File: config.mk
export PLATFORM = sky130hd
export DESIGN_NAME = sdio_rsp_rx
export DESIGN_NICKNAME = d
export VERILOG_FILES = /design/src/rtl/sdio_rsp_rx.sv
export SDC_FILE = /design/constraint.sdc
export NUM_CORES = 1
export LEC_CHECK = 0
export BUFFER_PORTS_ARGS = -buffer_cell sky130_fd_sc_hd__buf_4
export CORE_MARGIN = 5
export CORE_UTILIZATION = 30
export DETAILED_ROUTE_END_ITERATION = 6
export RECOVER_POWER = 100
export SYNTH_ARGS = -nofsm -noshare
export SYNTH_HDL_FRONTEND = slang
export SYNTH_SLANG_ARGS = --single-unit
File: constraint.sdc
create_clock -name i_clk -period 7.71 [get_ports i_clk]
set_clock_uncertainty 0.05 [all_clocks]
set_input_delay 1.1565 -clock i_clk [delete_from_list [all_inputs] [get_ports i_clk]]
set_output_delay 1.1565 -clock i_clk [all_outputs]
set_load 0.005 [all_outputs]
File: src/rtl/sdio_rsp_rx.sv
// sdio_rsp_rx
//   Receives an SD/SDIO command-line response.
//   Bits arrive on up to two lanes per cycle; lane [1] is earlier than lane [0].
//   The receiver waits for a start bit. It then collects a 48-bit or 136-bit
//   frame and checks the framing bits and CRC7. It reports one result per request.
//
// Parameters
//   LGTIMEOUT  log2 of the start-bit wait limit, in clock cycles
//   OPT_R2     1: accept 136-bit R2 responses; 0: an R2 request ends in a frame error
//
// Ports
//   i_clk        clock, rising edge
//   i_reset_n    synchronous active-low reset
//   i_start      one-cycle request, honoured only when idle
//   i_rsp_type   00 none, 01 48-bit with CRC, 10 136-bit R2, 11 48-bit without CRC
//   i_abort      return to idle with no result
//   i_cmd_strb   per-lane valid strobes
//   i_cmd_data   per-lane CMD bits
//   o_busy       waiting for a start bit or receiving a frame
//   o_done       one-cycle result strobe
//   o_err        00 ok, 01 timeout, 10 CRC error, 11 frame error
//   o_rsp_index  index field of the last 48-bit response
//   o_rsp_arg    argument field of the last 48-bit response
//   o_rsp_long   bits [127:8] of the last R2 response
module sdio_rsp_rx #(
  parameter int LGTIMEOUT = 23,
  parameter bit OPT_R2    = 1'b1
) (
  input  logic         i_clk,
  input  logic         i_reset_n,
  input  logic         i_start,
  input  logic [1:0]   i_rsp_type,
  input  logic         i_abort,
  input  logic [1:0]   i_cmd_strb,
  input  logic [1:0]   i_cmd_data,
  output logic         o_busy,
  output logic         o_done,
  output logic [1:0]   o_err,
  output logic [5:0]   o_rsp_index,
  output logic [31:0]  o_rsp_arg,
  output logic [119:0] o_rsp_long
);

  typedef enum logic [1:0] {S_IDLE, S_WAIT, S_RECV, S_DONE} state_t;

  localparam logic [1:0] ERR_OK    = 2'b00;
  localparam logic [1:0] ERR_TMO   = 2'b01;
  localparam logic [1:0] ERR_CRC   = 2'b10;
  localparam logic [1:0] ERR_FRAME = 2'b11;

  localparam logic [LGTIMEOUT-1:0] TMO_LOAD = '1;
  localparam logic [LGTIMEOUT-1:0] TMO_ONE  = 1;

  state_t               state, state_n;
  logic [1:0]           rsp_type, rsp_type_n;
  logic [7:0]           bit_cnt, bit_cnt_n;
  logic [6:0]           crc, crc_n;
  logic [119:0]         sreg, sreg_n;
  logic [LGTIMEOUT-1:0] tmo, tmo_n;
  logic                 frame_err, frame_err_n;
  logic                 crc_err, crc_err_n;
  logic [1:0]           err_n;
  logic                 ld_short, ld_long;
  logic                 is_r2;
  logic [7:0]           flen, crc_top, idx;
  logic                 b;

  // One serial CRC7 step, x^7 + x^3 + 1.
  function automatic logic [6:0] crc7_step(input logic [6:0] c, input logic d);
    return {c[5:0], 1'b0} ^ ({7{d ^ c[6]}} & 7'h09);
  endfunction

  always_comb begin
    state_n     = state;
    rsp_type_n  = rsp_type;
    bit_cnt_n   = bit_cnt;
    crc_n       = crc;
    sreg_n      = sreg;
    tmo_n       = tmo;
    frame_err_n = frame_err;
    crc_err_n   = crc_err;
    err_n       = ERR_OK;
    ld_short    = 1'b0;
    ld_long     = 1'b0;
    is_r2       = (rsp_type == 2'b10);
    flen        = is_r2 ? 8'd136 : 8'd48;
    crc_top     = is_r2 ? 8'd127 : 8'd47;
    idx         = '0;
    b           = 1'b0;

    case (state)
      S_IDLE: begin
        if (i_start) begin
          rsp_type_n = i_rsp_type;
          if (i_rsp_type == 2'b00) begin
            state_n = S_DONE;
            err_n   = ERR_OK;
          end else if (i_rsp_type == 2'b10 && !OPT_R2) begin
            state_n = S_DONE;
            err_n   = ERR_FRAME;
          end else begin
            state_n = S_WAIT;
            tmo_n   = TMO_LOAD;
          end
        end
      end

      S_DONE: state_n = S_IDLE;

      default: begin
        // Lane [1] first, then lane [0]. A start bit found on lane [1] switches
        // to RECV, so a valid lane [0] bit becomes the next frame bit. Once the
        // end bit is taken (state_n == DONE), any later bit in the cycle is dropped.
        for (int lane = 1; lane >= 0; lane--) begin
          if (i_cmd_strb[lane[0]] && state_n != S_DONE) begin
            b = i_cmd_data[lane[0]];
            if (state_n == S_WAIT && !b) begin
              state_n     = S_RECV;
              bit_cnt_n   = '0;
              crc_n       = '0;
              frame_err_n = 1'b0;
              crc_err_n   = 1'b0;
            end
            if (state_n == S_RECV) begin
              // idx is the frame bit number; the start bit is flen-1.
              idx       = flen - 8'd1 - bit_cnt_n;
              bit_cnt_n = bit_cnt_n + 8'd1;
              if (idx == flen - 8'd2 && b)
                frame_err_n = 1'b1;
              // R2 and R3 carry a reserved all-ones field after the transmission bit.
              if (rsp_type[1] && idx <= flen - 8'd3 && idx >= flen - 8'd8 && !b)
                frame_err_n = 1'b1;
              if (idx >= 8'd8 && idx <= crc_top)
                crc_n = crc7_step(crc_n, b);
              if (idx >= 8'd1 && idx <= 8'd7) begin
                if (rsp_type != 2'b11 && b != crc_n[6])
                  crc_err_n = 1'b1;
                crc_n = {crc_n[5:0], 1'b0};
              end
              // Keep the most recent 120 bits above the CRC. This leaves
              // index/arg in [37:0] for short frames and bits 127:8 for R2.
              if (idx >= 8'd8)
                sreg_n = {sreg_n[118:0], b};
              if (idx == 8'd0) begin
                if (!b)
                  frame_err_n = 1'b1;
                state_n  = S_DONE;
                err_n    = frame_err_n ? ERR_FRAME : (crc_err_n ? ERR_CRC : ERR_OK);
                ld_short = !is_r2;
                ld_long  = is_r2;
              end
            end
          end
        end
        if (state == S_WAIT && state_n == S_WAIT) begin
          tmo_n = tmo - TMO_ONE;
          if (tmo_n == '0) begin
            state_n = S_DONE;
            err_n   = ERR_TMO;
          end
        end
      end
    endcase
  end

  always_ff @(posedge i_clk) begin
    if (!i_reset_n) begin
      state       <= S_IDLE;
      rsp_type    <= 2'b00;
      bit_cnt     <= '0;
      crc         <= '0;
      tmo         <= '0;
      frame_err   <= 1'b0;
      crc_err     <= 1'b0;
      o_err       <= ERR_OK;
      o_rsp_index <= '0;
      o_rsp_arg   <= '0;
      o_rsp_long  <= '0;
    end else if (i_abort) begin
      state <= S_IDLE;
    end else begin
      state     <= state_n;
      rsp_type  <= rsp_type_n;
      bit_cnt   <= bit_cnt_n;
      crc       <= crc_n;
      tmo       <= tmo_n;
      frame_err <= frame_err_n;
      crc_err   <= crc_err_n;
      // DONE is only entered from another state, so this runs once per result.
      if (state_n == S_DONE)
        o_err <= err_n;
      if (ld_short) begin
        o_rsp_index <= sreg_n[37:32];
        o_rsp_arg   <= sreg_n[31:0];
      end
      if (ld_long)
        o_rsp_long <= sreg_n;
    end
  end

  // The shift register is never read before a full frame has refilled it.
  always_ff @(posedge i_clk) begin
    sreg <= sreg_n;
  end

  assign o_busy = (state == S_WAIT) || (state == S_RECV);
  assign o_done = (state == S_DONE);

endmodule

# Word level (Yosys, flattened, before mapping)
# Index checks and enable logic that the tools add are counted.
dict set report word_totals {
  reg_bits 324
  latchBits 0
  mem_bits_rw 0
  mem_bits_ro 0
  in_bits 10
  output_inout_bits 162
  wordCells 228
  mem_count 0
}
dict set report op_classes {
  addsub 9
  n_mul 0
  div_mod_pow 0
  n_lt_le_gt_ge 12
  eq_ne 18
  n_shift 0
  n_mux 132
  n_bitwise 8
  reduce_logical 37
}
# cell count
set ops {}
lappend ops {{$mux 120} 7}
lappend ops {{$mux 7} 21}
lappend ops {{$mux 8} 11}
lappend ops {{$mux 23} 3}
lappend ops {{$mux 2} 31}
lappend ops {{$mux 1} 57}
lappend ops {{$pmux 23 s2} 1}
lappend ops {{$logic_not 23->1} 1}
lappend ops {{$sub 23x1->23 const B} 1}
lappend ops {{$logic_and 1x1->1} 19}
lappend ops {{$add 8x1->8 const B} 2}
lappend ops {{$eq 8x8->1} 2}
lappend ops {{$ge 8x1->1 const B} 2}
lappend ops {{$ge 8x4->1 const B} 2}
lappend ops {{$ge 8x8->1} 2}
lappend ops {{$le 8x3->1 const B} 2}
lappend ops {{$le 8x7->1} 2}
lappend ops {{$le 8x8->1} 2}
lappend ops {{$logic_not 8->1} 2}
lappend ops {{$sub 8x2->8 const B} 2}
lappend ops {{$sub 8x8->8} 2}
lappend ops {{$xor 7x4->7} 2}
lappend ops {{$eq 2x2->1 const B} 6}
lappend ops {{$ne 2x2->1 const B} 5}
lappend ops {{15 further kinds} 29}

# Longest topological paths before layout
dict set report depth {
  ltp_word 39
  depth_mapped 27
  depth_no_buf 23
}

# Least setup slack after synthesis
# No wires, ideal clock.
dict set report synth_path {
  path_type {in2reg}
  startpoint {input i_cmd_data[1]}
  endpoint {register crc[6]}
  setup_time_ps 123
  arrival_ps 5562
  t_required_ps 7537
  path_slack_ps 1975
  path_stages 23
  path_buffers 4
  cell_sequence {nand2b_1 -> buf_2 -> clkbuf_1 -> clkbuf_1 -> nand2_1 -> nor2_1 -> mux2i_1 -> nand2_1 -> ha_1 -> nor2_1 -> nor2b_1 -> nor3b_2 -> a221oi_2 -> mux2_2 -> ha_1 -> and4_1 -> and3_1 -> o211ai_1 -> buf_2 -> mux2i_1 -> mux2i_1 -> a221oi_1 -> nor2_1}
}
dict set report synth_between {
  elab_chain_len 26
  elab_cells_between_ends 65
  classes_between {add/sub (3); order compare (8); eq/ne (4); mux (38); bitwise (3); reduce/logical (9)}
}
# element line_no
set synth_rtl {}
lappend synth_rtl {{from (decl)} 35} ;# input logic [1:0] i_cmd_data,
lappend synth_rtl {{$logic_not 1->1} -}
lappend synth_rtl {{$logic_and 1x1->1} 117} ;# if (state_n == S_WAIT && !b) begin
lappend synth_rtl {{$mux 8} 117}
lappend synth_rtl {{$mux 8} 115} ;# if (i_cmd_strb[lane[0]] && state_n != S_DONE) begin
lappend synth_rtl {{$mux 8} 91} ;# case (state)
lappend synth_rtl {{$sub 8x8->8} 126} ;# idx = flen - 8'd1 - bit_cnt_n;
lappend synth_rtl {{$logic_not 8->1 (tied with other cells)} 144} ;# if (idx == 8'd0) begin
lappend synth_rtl {{$mux 2 or $logic_and 1x1->1 (tied branches)} {144, 133}}
lappend synth_rtl {{[... 10 more ...]} -}
lappend synth_rtl {{$logic_and 1x1->1 or $xor 7x4->7 (tied branches)} {133, 70}}
lappend synth_rtl {{$mux 7} 133} ;# if (idx >= 8'd8 && idx <= crc_top)
lappend synth_rtl {{$mux 7} 124} ;# if (state_n == S_RECV) begin
lappend synth_rtl {{$mux 7} 115}
lappend synth_rtl {{$mux 7} 91}
lappend synth_rtl {{$mux 7} 135} ;# if (idx >= 8'd1 && idx <= 8'd7) begin
lappend synth_rtl {{$mux 7} 124}
lappend synth_rtl {{$mux 7 *} 115}
lappend synth_rtl {{to (signal assigned)} 185} ;# crc <= crc_n;
lappend synth_rtl {{to (decl)} 57} ;# logic [6:0] crc, crc_n;
# Mark *: on every way between the ends. The rest lies on a longest branch, timed or not. The select of a mux whose other input is x is not followed.
# A chain may end at the register's enable or synchronous reset.

# Final worst setup path
dict set report layout_path {
  startpoint {register state[1]}
  endpoint {register crc[1]}
}
dict set report layout_between {
  elab_chain_len 27
  elab_cells_between_ends 73
  classes_between {add/sub (3); order compare (8); eq/ne (7); mux (38); bitwise (5); reduce/logical (12)}
}
# element line_no
set layout_rtl {}
lappend layout_rtl {{from (decl)} 54} ;# state_t state, state_n;
lappend layout_rtl {{from (signal assigned)} 182} ;# state <= state_n;
lappend layout_rtl {{parallel branches: the longest is 27 deep, another holds $sub 8x8->8} -}
# Parallel ways; which one is timed is not known. The select of a mux whose other input is x is not followed.

==> results.md <==
- Run status: finished, final reports clean
- CTS tree: built
- RSZ-0062 raised after global routing: no
- Cts repair resizes: 0
- Mapped Avg Cell Area: 9.250 um2
- PD cells: approximately 220 mW/mm2
- #FFs+latches synth: 324
- Crit path time final: about 6700 ps
- Routed vias/inst: 5.580
- Detailed Place HPWL: 27,580 um
- Period Utilization, post-route: 87.02%
- Total number of vias: 13.04k
- Largest net degree at the start of global routing: 121
- Setup TNS: 0 ps
- Sequential-to-total area share from yosys stat: 44.24%
- Slew @ Worst Pin: 1460 ps
- Site row count: slightly above 80
- Fin util: 36.00%
- Syn_nets: 1,622
- CTS max path bufs: 3
- VDD IR max: between 100 and 150 uV
- Die Width: 231.1 um
- Crit Path Max Fanout: 24
- Mapped cell area: 0.01466 mm2
- Post-CTS Hold Buffers: 0
- Area Overhead vs Synth: 19.45%
- Layout cells sized above 1: a little over an eighth
- Critical Path RT: 8140 ps
- Post-synth EDFFs: 0
- Core area: 0.04865 mm2
- Fill cells: slightly below 5k
- Die Y: 231.1 um
- Port Buffers: 171
- Routed WL per cell: 18.67 um
- Final setup viols: 0
- Setup slack, reg-to-reg: 1000 ps
- Drt first pass iters: 7
- Total Routing Usage GR: 15.60%
- Vias in the first global route: 12.38k
- Routed WL: between 40,000 and 50,000 um
- Synth warn: 0
- Residual DRC: 0
- H-tree depth: 2
- Initial antenna violation count: 0
- WS Path Type: flop to flop
- ANT cells: 0
- Full die area: ~0.053 mm2
- FMAX: 149.1 MHz
- Worst Hold Class: flop to flop
- Remaining global-route overflow: 0
- Synth area leader: dfxtp_1
- Yosys top cell area share: 44.24%
- Static leakage: 6.989 nW
- Startpoint Class: flop
- Hold Vio Cnt, Final: 0
- Yosys cell types: slightly below 80
- Clock sink count: 324
- Synth top area cells: dfxtp_1 44%, a22o_1 19%, nand2_1 5.9%, a22oi_1 4.2%, ha_1 2.3%
- First-pass GRT wire length: 69,050 um
- Max-Cap Viols: 0
- Worst-path clk slew: 60 ps
- Clk Latency, worst-skew pair: 550 ps
- Io pins: 172
- Postcts setup bufs: 0
- Share of synthesized flip-flops with an asynchronous set or reset: 0%
- Starting Density: 30.14%
- CTS Buf Count: 38
- Mapped Cells: 1,585
- Most frequent cells in the layout: 324 x dfxtp_1, 318 x a22o_1, 232 x nand2_1
- Slew Viols, Final: 0
- Most common cell after layout, fill and taps aside: dfxtp_1
- Final #Nets: 1,726
- DRT iter0 DRCs: 1,093
- Rel. slew slack: under 10%
- Critical Path AT: 7140 ps
- CTS Root Cell: clkbuf_16
- Commonest register cell after synthesis: dfxtp_1
- GP Congestion: 0.8995
- Routed Antenna Nets: 0
- Worst setup EP type: flop
==> cell type report <==
cell class / count / area (um2) / share of cell area (%)
Clock buffer: 55 / 1086 / 6.201
Inverter: 24 / 90.09 / 0.5144
Multi-Input combinational cell: 1103 / 7498 / 42.82
Sequential cell: 324 / 6486 / 37.04
Tap cell: 622 / 778.2 / 4.444
Clock inverter: 10 / 176.4 / 1.007
Timing Repair Buffer: 198 / 1398 / 7.980
==> final timing paths <==
path / from / endpoint / cells after the start
hold reg to reg: sreg[119] / o_rsp_long[119] / 2
setup / recovery: state[1] / crc[1] / 21
setup reg to reg: state[1] / crc[1] / 21
hold / removal: sreg[119] / o_rsp_long[119] / 2
==> cells by family after synthesis <==
logic type      synth area share (%)
xor+xnor                       1.255
fa+ha+maj                      2.304
flops                          44.24
simple gates                   13.74
mux                            1.331
compound gates                 32.16
buf+inv                        4.967
==> Yosys cell counts, drive strengths merged (4+ instances only) <==
library cell / number
or3: 11
dfxtp: 324
and3: 5
o31ai: 4
xor2: 7
a211o: 10
nand4: 6
a22oi: 83
nor3: 17
a2111oi: 4
ha: 27
clkbuf: 68
o21a: 4
a221oi: 6
nand2: 232
a21oi: 41
o22ai: 9
nor4: 16
or2: 4
nand2b: 7
mux2i: 15
a22o: 318
buf: 66
a31oi: 9
and2: 6
nand3b: 4
o21ai: 57
or4: 8
nand3: 26
a211oi: 11
nor2: 77
a311oi: 6
mux2: 4
o211ai: 7
inv: 24
nor2b: 5
xnor2: 14
==> stage by stage <==
stage               cell area [um2]  power (W)  worst slack [ps]  hold slack [ps]  instances
CTS                           17710   0.003981              1834            397.4       2336
finish                        17510   0.003914              1001            390.1       2336
global route                  17510   0.004092             706.9            407.3       2336
detailed placement            16450   0.002106              1646            382.7       2271
floorplan                     14660   0.002012              1975            372.7       1585
global placement              16450   0.002102              1689            381.1       2271
==> sequential cells by signal (all words and copies together) (netlist names), 2 cells and up <==
signal / cells
bit_cnt: 8
crc: 7
o_err: 2
o_rsp_arg: 32
o_rsp_index: 6
o_rsp_long: 120
rsp_type: 2
sreg: 120
state: 2
tmo: 23
==> per-layer routing <==
| metal | vias up | track usage, % | part of all wire [%] |
|---|---|---|---|
| met3 | 63 | 4.116 | 7.0 |
| met5 | - | 0 | 0 |
| met4 | 0 | 4.216 | 2.0 |
| li1 | 6214 | - | - |
| met2 | 430 | 24.78 | 45 |
| met1 | 6329 | 21.13 | 46 |
==> power breakdown <==
part	leakage, nW	switching, W	internal [W]	total (W)
combinational	3.76	0.000233	0.000109	0.000343
clock	0.617	0.000728	0.00112	0.00184
sequential	2.61	0.0000301	0.00170	0.00173
total	6.99	0.000991	0.00292	0.00391
==> worst max-delay path: stages (launching register included) <==
cell and delay [ps]:
dfxtp_1 630, inv_1 140, ha_1 320, nand2b_1 130, clkbuf_1 820, nand2_1 240
inv_1 170, ha_1 320, and2_0 230, nand3_1 190, or3_1 430, a31o_2 250
mux2_1 320, ha_1 290, and4_1 200, and3_1 170, o211ai_1 620, clkbuf_1 340
and3_1 210, nor3_1 50, or3_1 310, a31oi_1 180
Power figures use the tool's default switching activity.
